$ cat config.mk
export PLATFORM = sky130hd
export DESIGN_NAME = pulse_stretcher
export DESIGN_NICKNAME = d
export VERILOG_FILES = /design/src/rtl/pulse_stretcher.sv
export SDC_FILE = /design/constraint.sdc
export NUM_CORES = 1
export LEC_CHECK = 0
export CORE_AREA = 4 4 41 43
export CTS_CLUSTER_DIAMETER = 40
export DETAILED_ROUTE_END_ITERATION = 10
export DIE_AREA = 0 0 45 47
export SYNTH_ARGS = -nofsm -noshare
export SYNTH_HDL_FRONTEND = slang
export SYNTH_SLANG_ARGS = --single-unit
$ cat constraint.sdc
create_clock -name i_clk -period 5.25 [get_ports i_clk]
set_clock_uncertainty 0.2 [all_clocks]
set_input_delay 0.525 -clock i_clk [delete_from_list [all_inputs] [get_ports i_clk]]
set_output_delay 0.525 -clock i_clk [all_outputs]
set_load 0.02 [all_outputs]
$ cat src/rtl/pulse_stretcher.sv
// pulse_stretcher: per-channel edge-triggered pulse stretcher.
// A rising edge on a channel input produces an output pulse that is high for
// exactly 2^ON_CNT_WIDTH cycles. After the pulse, the output is held low for
// at least 2^OFF_CNT_WIDTH cycles (the guard time).
// Optional feature macro: PULSE_STRETCHER_PENDING_EN. When it is defined, an
// event that arrives while a channel is busy is remembered in a one-bit flag,
// and another pulse follows directly after the guard time.
module pulse_stretcher #(
   parameter int WIDTH         = 1,
   parameter int ON_CNT_WIDTH  = 4,
   parameter int OFF_CNT_WIDTH = 4
) (
   input  logic             i_clk,
   input  logic             i_rst_n,
   input  logic [WIDTH-1:0] iv_input,
   output logic [WIDTH-1:0] ov_output,
   output logic [WIDTH-1:0] ov_busy
);

   localparam int CNT_WIDTH = (ON_CNT_WIDTH > OFF_CNT_WIDTH) ? ON_CNT_WIDTH : OFF_CNT_WIDTH;

   typedef enum logic [1:0] {
      ST_IDLE  = 2'd0,
      ST_ON    = 2'd1,
      ST_GUARD = 2'd2
   } state_t;

   for (genvar g = 0; g < WIDTH; g++) begin : g_chan
      state_t               state_q;
      state_t               state_d;
      logic [CNT_WIDTH-1:0] cnt_q;
      logic [CNT_WIDTH-1:0] cnt_d;
      logic                 prev_q;
      logic                 out_q;
      logic                 event_w;
      logic                 on_done;
      logic                 off_done;
`ifdef PULSE_STRETCHER_PENDING_EN
      logic                 pending_q;
      logic                 pending_d;
`endif

      assign event_w  = iv_input[g] & ~prev_q;
      assign on_done  = &cnt_q[ON_CNT_WIDTH-1:0];
      assign off_done = &cnt_q[OFF_CNT_WIDTH-1:0];

      // Next-state logic. The terminal count always forces a state change,
      // so the counter never wraps.
      always_comb begin
         state_d = state_q;
         cnt_d   = cnt_q;
`ifdef PULSE_STRETCHER_PENDING_EN
         pending_d = pending_q;
`endif
         case (state_q)
            ST_IDLE: begin
               if (event_w) begin
                  state_d = ST_ON;
                  cnt_d   = '0;
               end
            end
            ST_ON: begin
               cnt_d = cnt_q + CNT_WIDTH'(1);
`ifdef PULSE_STRETCHER_PENDING_EN
               if (event_w) pending_d = 1'b1;
`endif
               if (on_done) begin
                  state_d = ST_GUARD;
                  cnt_d   = '0;
               end
            end
            ST_GUARD: begin
               cnt_d = cnt_q + CNT_WIDTH'(1);
`ifdef PULSE_STRETCHER_PENDING_EN
               if (event_w) pending_d = 1'b1;
               if (off_done) begin
                  cnt_d = '0;
                  if (pending_q || event_w) begin
                     state_d   = ST_ON;
                     pending_d = 1'b0;
                  end else begin
                     state_d = ST_IDLE;
                  end
               end
`else
               if (off_done) begin
                  state_d = ST_IDLE;
                  cnt_d   = '0;
               end
`endif
            end
            default: begin
               state_d = ST_IDLE;
               cnt_d   = '0;
            end
         endcase
      end

      // State, counter, input history and registered output. Reset clears
      // everything at once, which cuts off any pulse that is in progress.
      always_ff @(posedge i_clk or negedge i_rst_n) begin
         if (!i_rst_n) begin
            state_q <= ST_IDLE;
            cnt_q   <= '0;
            prev_q  <= 1'b0;
            out_q   <= 1'b0;
         end else begin
            state_q <= state_d;
            cnt_q   <= cnt_d;
            prev_q  <= iv_input[g];
            out_q   <= (state_d == ST_ON);
         end
      end

`ifdef PULSE_STRETCHER_PENDING_EN
      // Pending flag: several events during one busy period count as one.
      always_ff @(posedge i_clk or negedge i_rst_n) begin
         if (!i_rst_n) pending_q <= 1'b0;
         else          pending_q <= pending_d;
      end
`endif

      assign ov_output[g] = out_q;
      assign ov_busy[g]   = (state_q != ST_IDLE);
   end

endmodule

Yosys cells after proc, flatten, opt, wreduce, memory -nomap -nowiden
Cells that the tools add are included.
{"block": "classes", "n_mux": 7, "add_sub_neg": 1, "bitwise": 2, "multipliers": 0, "div": 0, "order_cmp": 0, "shift": 0, "n_eq_ne": 4, "reduce_logical": 4}
{"operator": "$mux W4", "count": 2}
{"operator": "$pmux W4 S2", "count": 1}
{"operator": "$mux W2", "count": 3}
{"operator": "$pmux W2 S3", "count": 1}
{"operator": "$add A4 B1 Y4 const B", "count": 1}
{"operator": "$eq A2 B1 Y1 const B", "count": 2}
{"operator": "$reduce_and A4 Y1", "count": 1}
{"operator": "$eq A2 B2 Y1 const B", "count": 1}
{"operator": "$logic_not A2 Y1", "count": 1}
{"operator": "$ne A2 B2 Y1 const B", "count": 1}
{"operator": "$reduce_bool A2 Y1", "count": 1}
{"operator": "$reduce_or A2 Y1", "count": 1}
{"operator": "$and A1 B1 Y1", "count": 1}
{"operator": "$not A1 Y1", "count": 1}
{"block": "totals", "n_memories": 0, "ramBits": 0, "in_bits": 3, "ff_bits": 8, "latchBits": 0, "wordCells": 22, "output_inout_bits": 2, "rom_bits": 0}

Depth between registers and ports, before layout
{"block": "logic_depth", "ltp_word": 5, "mapped_depth": 6, "ltp_nobuf": 6}

Worst setup path before layout
No wires, ideal clock.
{"block": "synth_path", "path_kind": "reg-to-reg", "startpoint": "register g_chan[0].cnt_q[0]", "endpoint": "register g_chan[0].out_q (netlist: ov_output)", "slack_ps": 3458, "arrival_time_ps": 1528, "synth_period_minus_slack_ps": 1792, "stages_incl_launch_ff": 6, "required_ps": 4986, "setup_ps": 64, "n_path_buf": 0, "cell_sequence": "dfrtp_1 ha_1 and3_4 or4_4 a21oi_2 o21a_1"}
{"block": "synth_between", "elab_chain_cells": 4, "word_cells_on_any_way": 5, "cone_classes": "eq/ne: 1; mux: 3; reduce/logical: 1"}
{"item": "from (decl)", "line_no": "31", "source": "logic [CNT_WIDTH-1:0] cnt_q;"}
{"item": "from (signal assigned)", "line_no": "109", "source": "cnt_q <= cnt_d;"}
{"item": "$reduce_and A4 Y1 (*)", "line_no": "44, 45"}
{"item": "$mux W2 (on tied branches)", "line_no": "86, 67"}
{"item": "$pmux W2 S3 (*)", "line_no": "55", "source": "case (state_q)"}
{"item": "$eq A2 B1 Y1 (*)", "line_no": "111", "source": "out_q <= (state_d == ST_ON);"}
{"item": "to (signal assigned)", "line_no": "111"}
{"item": "to (decl)", "line_no": "34", "source": "logic out_q;"}
Every way passes the cells marked *; elsewhere a longest branch is shown, timed or not.
A chain may end at the register's enable or synchronous reset.

Final worst setup path
{"block": "layout_path", "startpoint": "register g_chan[0].state_q[1]", "endpoint": "output port ov_busy"}
{"block": "layout_between", "elab_chain_cells": 1}
{"item": "from (decl)", "line_no": "29", "source": "state_t state_q;"}
{"item": "from (signal assigned)", "line_no": "108", "source": "state_q <= state_d;"}
{"item": "$reduce_bool A2 Y1", "line_no": "124", "source": "assign ov_busy[g] = (state_q != ST_IDLE);"}
{"item": "to (decl)", "line_no": "17", "source": "output logic [WIDTH-1:0] ov_busy"}
No other way between the ends.

==> summary.txt <==
number of remaining DRC errors: 0
post-CTS resize count: 0
vias: 361
number of synthesized flops with an enable pin: 0
type of the tightest min-delay check: flip-flop to flip-flop
via count of the first global-routing pass: 375
setup slack, reg-to-reg: 3.38 ns
CTS buffer count: 3
post-synthesis adder-cell area fraction: 13.70%
Remaining Overflow, GRT: 0
final count of pins violating max slew: 0
reg2reg path depth: 5
gr usage total: 11.13%
# rows: 13
final design utilization: 41.35%
Post-synth top cells: dfrtp_1 (8), nand2_1 (8), ha_1 (5)
overall power: 0.2623 mW
Inst Count DP: 66
Min-Delay Endpoint: g_chan[0].cnt_q[3]
CTS H-Tree Depth: 1
Max-Cap Viols: 0
Setup WS pre-CTS: 3.088 ns
final setup TNS: 0 ns
Seq/Total Area, Yosys: 43.84%
Syn Nets: 55
ratio of final minimum period to clock period: 46.15%
Slew @ Worst Pin: 0.3690 ns
CTS root buf: clkbuf_4
clock slew at reported path FFs: 0.05 ns
share of layout cells above drive strength 1: 14.81%
final critical-path required period: 2.423 ns
CTS tree: done
Top FF cell, synth: dfrtp_1
Worst Slack Setup Final: 2.827 ns
Final Net Count: 64
top cells by area, synth: dfrtp_1 (44%), ha_1 (14%), nand2_1 (6.6%), o21ai_0 (3.3%), inv_1 (3.3%)
critical path class: flip-flop to output pin
Fmax: 0.4127 GHz
Yosys reg bits: 8
num ports: 5
Critical Path RT: 4.53 ns
Post-Route WL: 821 um
post-place instance area: 515.5 um2
mux share of post-synthesis cell area: 0%
hold path startpoint: g_chan[0].cnt_q[3]
CORE AREA: 1301 um2
Yosys top cell by area: dfrtp_1
RSZ-0062 raised after global routing: no
Synth warnings: 0
Critical Path Fanout Max: 5
Max clock buf depth: 2
die boundary width: 45 um
Critical Path AT: 1.70 ns
post-synthesis to final-layout area growth: 17.81%
Ant. Diodes: 0
worst r2r dst: ov_output
share of the synthesized area in the top cell type: 43.84%
xor and xnor area share after synthesis: 0%
CTS hold repair buffers: 0
syn_area_per_cell: 9.717 um2
Design Area, Final: 538.0 um2
DP Wirelength: 652 um
mean routed wirelength per cell: 11.90 um
Die Footprint: 2115 um2
Post-Synth Simple-Gate Area: 21.92%
Relative slew margins: 75.32%
router iterations before antenna repair: 2
leak pwr: 0.2548 nW
Power Density: 487.5 nW/um2
CP Launch Type: flip-flop
largest family of logic cells by synthesized area: simple AND/OR/NAND/NOR gates
final antenna-violating net count: 0
Crit. End Element: output pin
Hold Path Cell Cnt: 1
initial antenna violation count: 0
complex-gate fraction of the synthesized area: 17.26%
largest net degree at the start of global routing: 9
Max rail drop VDD: 211.5 uV
Initial Util: 35.10%
synthesized instance count: 47
ys async rst share: 100.0%
final setup vio count: 0
final cell count without fillers: 69
outcome: completed
vias per cell: 5.232
R2R Path Start: g_chan[0].cnt_q[0]
Clock Latency Late Sink: 0.25 ns
Fin. Hold Viols: 0
die height: 47 um
global-route wire length before repair: 1.607 mm
Synth cell types: 20
starting DRC count in detailed routing: 4
Synth Cell Area: 456.7 um2
IO buf count: 4
setup bufs post-CTS: 0
Fin Hold WS: 0.2941 ns
gpl congestion: 0.8390
clk sinks: 8
==> worst max path at each step <==
| stage | start | end | slack (ns) | cells after the start |
|---|---|---|---|---|
| after global placement | iv_input | ov_output | 3.11 | 5 |
| after detailed placement | iv_input | ov_output | 3.09 | 5 |
| after floorplan | g_chan[0].cnt_q[0] | ov_output | 3.46 | 5 |
| after CTS | g_chan[0].state_q[1] | ov_busy | 2.81 | 4 |
| final | g_chan[0].state_q[1] | ov_busy | 2.83 | 4 |
| after global routing | g_chan[0].state_q[1] | ov_busy | 2.74 | 4 |
==> cell type report <==
cell class	instances	area [um2]
tap	15	18.77
inverter	4	15.01
multi-input combinational	35	241.5
sequential	8	200.2
clock buffer	3	22.52
fill	148	763.2
timing repair buffer	4	40.04
==> critical path: stages (launching register included) <==
cell and delay [ns]:
dfrtp_1 0.43, inv_1 0.10, ha_1 0.23, inv_1 0.09, clkdlybuf4s50_1 0.60
==> cells by family after synthesis <==
logic type / count (synthesis)
DFF: 8
and+or+nand+nor: 18
buffers and inverters: 4
AOI/OAI and AO/OA: 12
adders and majority gates: 5
==> metal layers <==
layer | global-route usage (%) | wire length [um]
met1 | 13.43 | 397
met2 | 16.38 | 356
met3 | 3.448 | 39
met4 | 8.772 | 27
met5 | 0 | 0
==> sequential cells by signal, indices dropped and copies added, names as in the netlist <==
name / flops
g_chan.state_q: 2
ov_output: 1
g_chan.cnt_q: 4
g_chan.prev_q: 1
==> layout by cell type, fill, tap and decap left out <==
cell | Yosys | layout
nand2_1 | 8 | 8
dfrtp_1 | 8 | 8
ha_1 | 5 | 5
inv_1 | 4 | 4
clkdlybuf4s50_1 | 0 | 4
o21ai_0 | 3 | 3
clkbuf_4 | 0 | 3
nor2_1 | 2 | 2
a21oi_1 | 2 | 2
a31oi_1 | 2 | 2
nand3_1 | 2 | 2
and3_4 | 1 | 1
or2b_2 | 1 | 1
o2bb2ai_1 | 1 | 1
a211o_1 | 1 | 1
or4_4 | 1 | 1
a21oi_2 | 1 | 1
o21a_1 | 1 | 1
and3_1 | 1 | 1
and2_1 | 1 | 1
and2b_2 | 1 | 1
o31ai_1 | 1 | 1
==> power by group <==
| part | switching, mW | internal (mW) |
|---|---|---|
| logic | 0.0661 | 0.0571 |
| clock network | 0.0193 | 0.0260 |
| registers | 0.0136 | 0.0802 |
(Power assumes the default switching activity.)
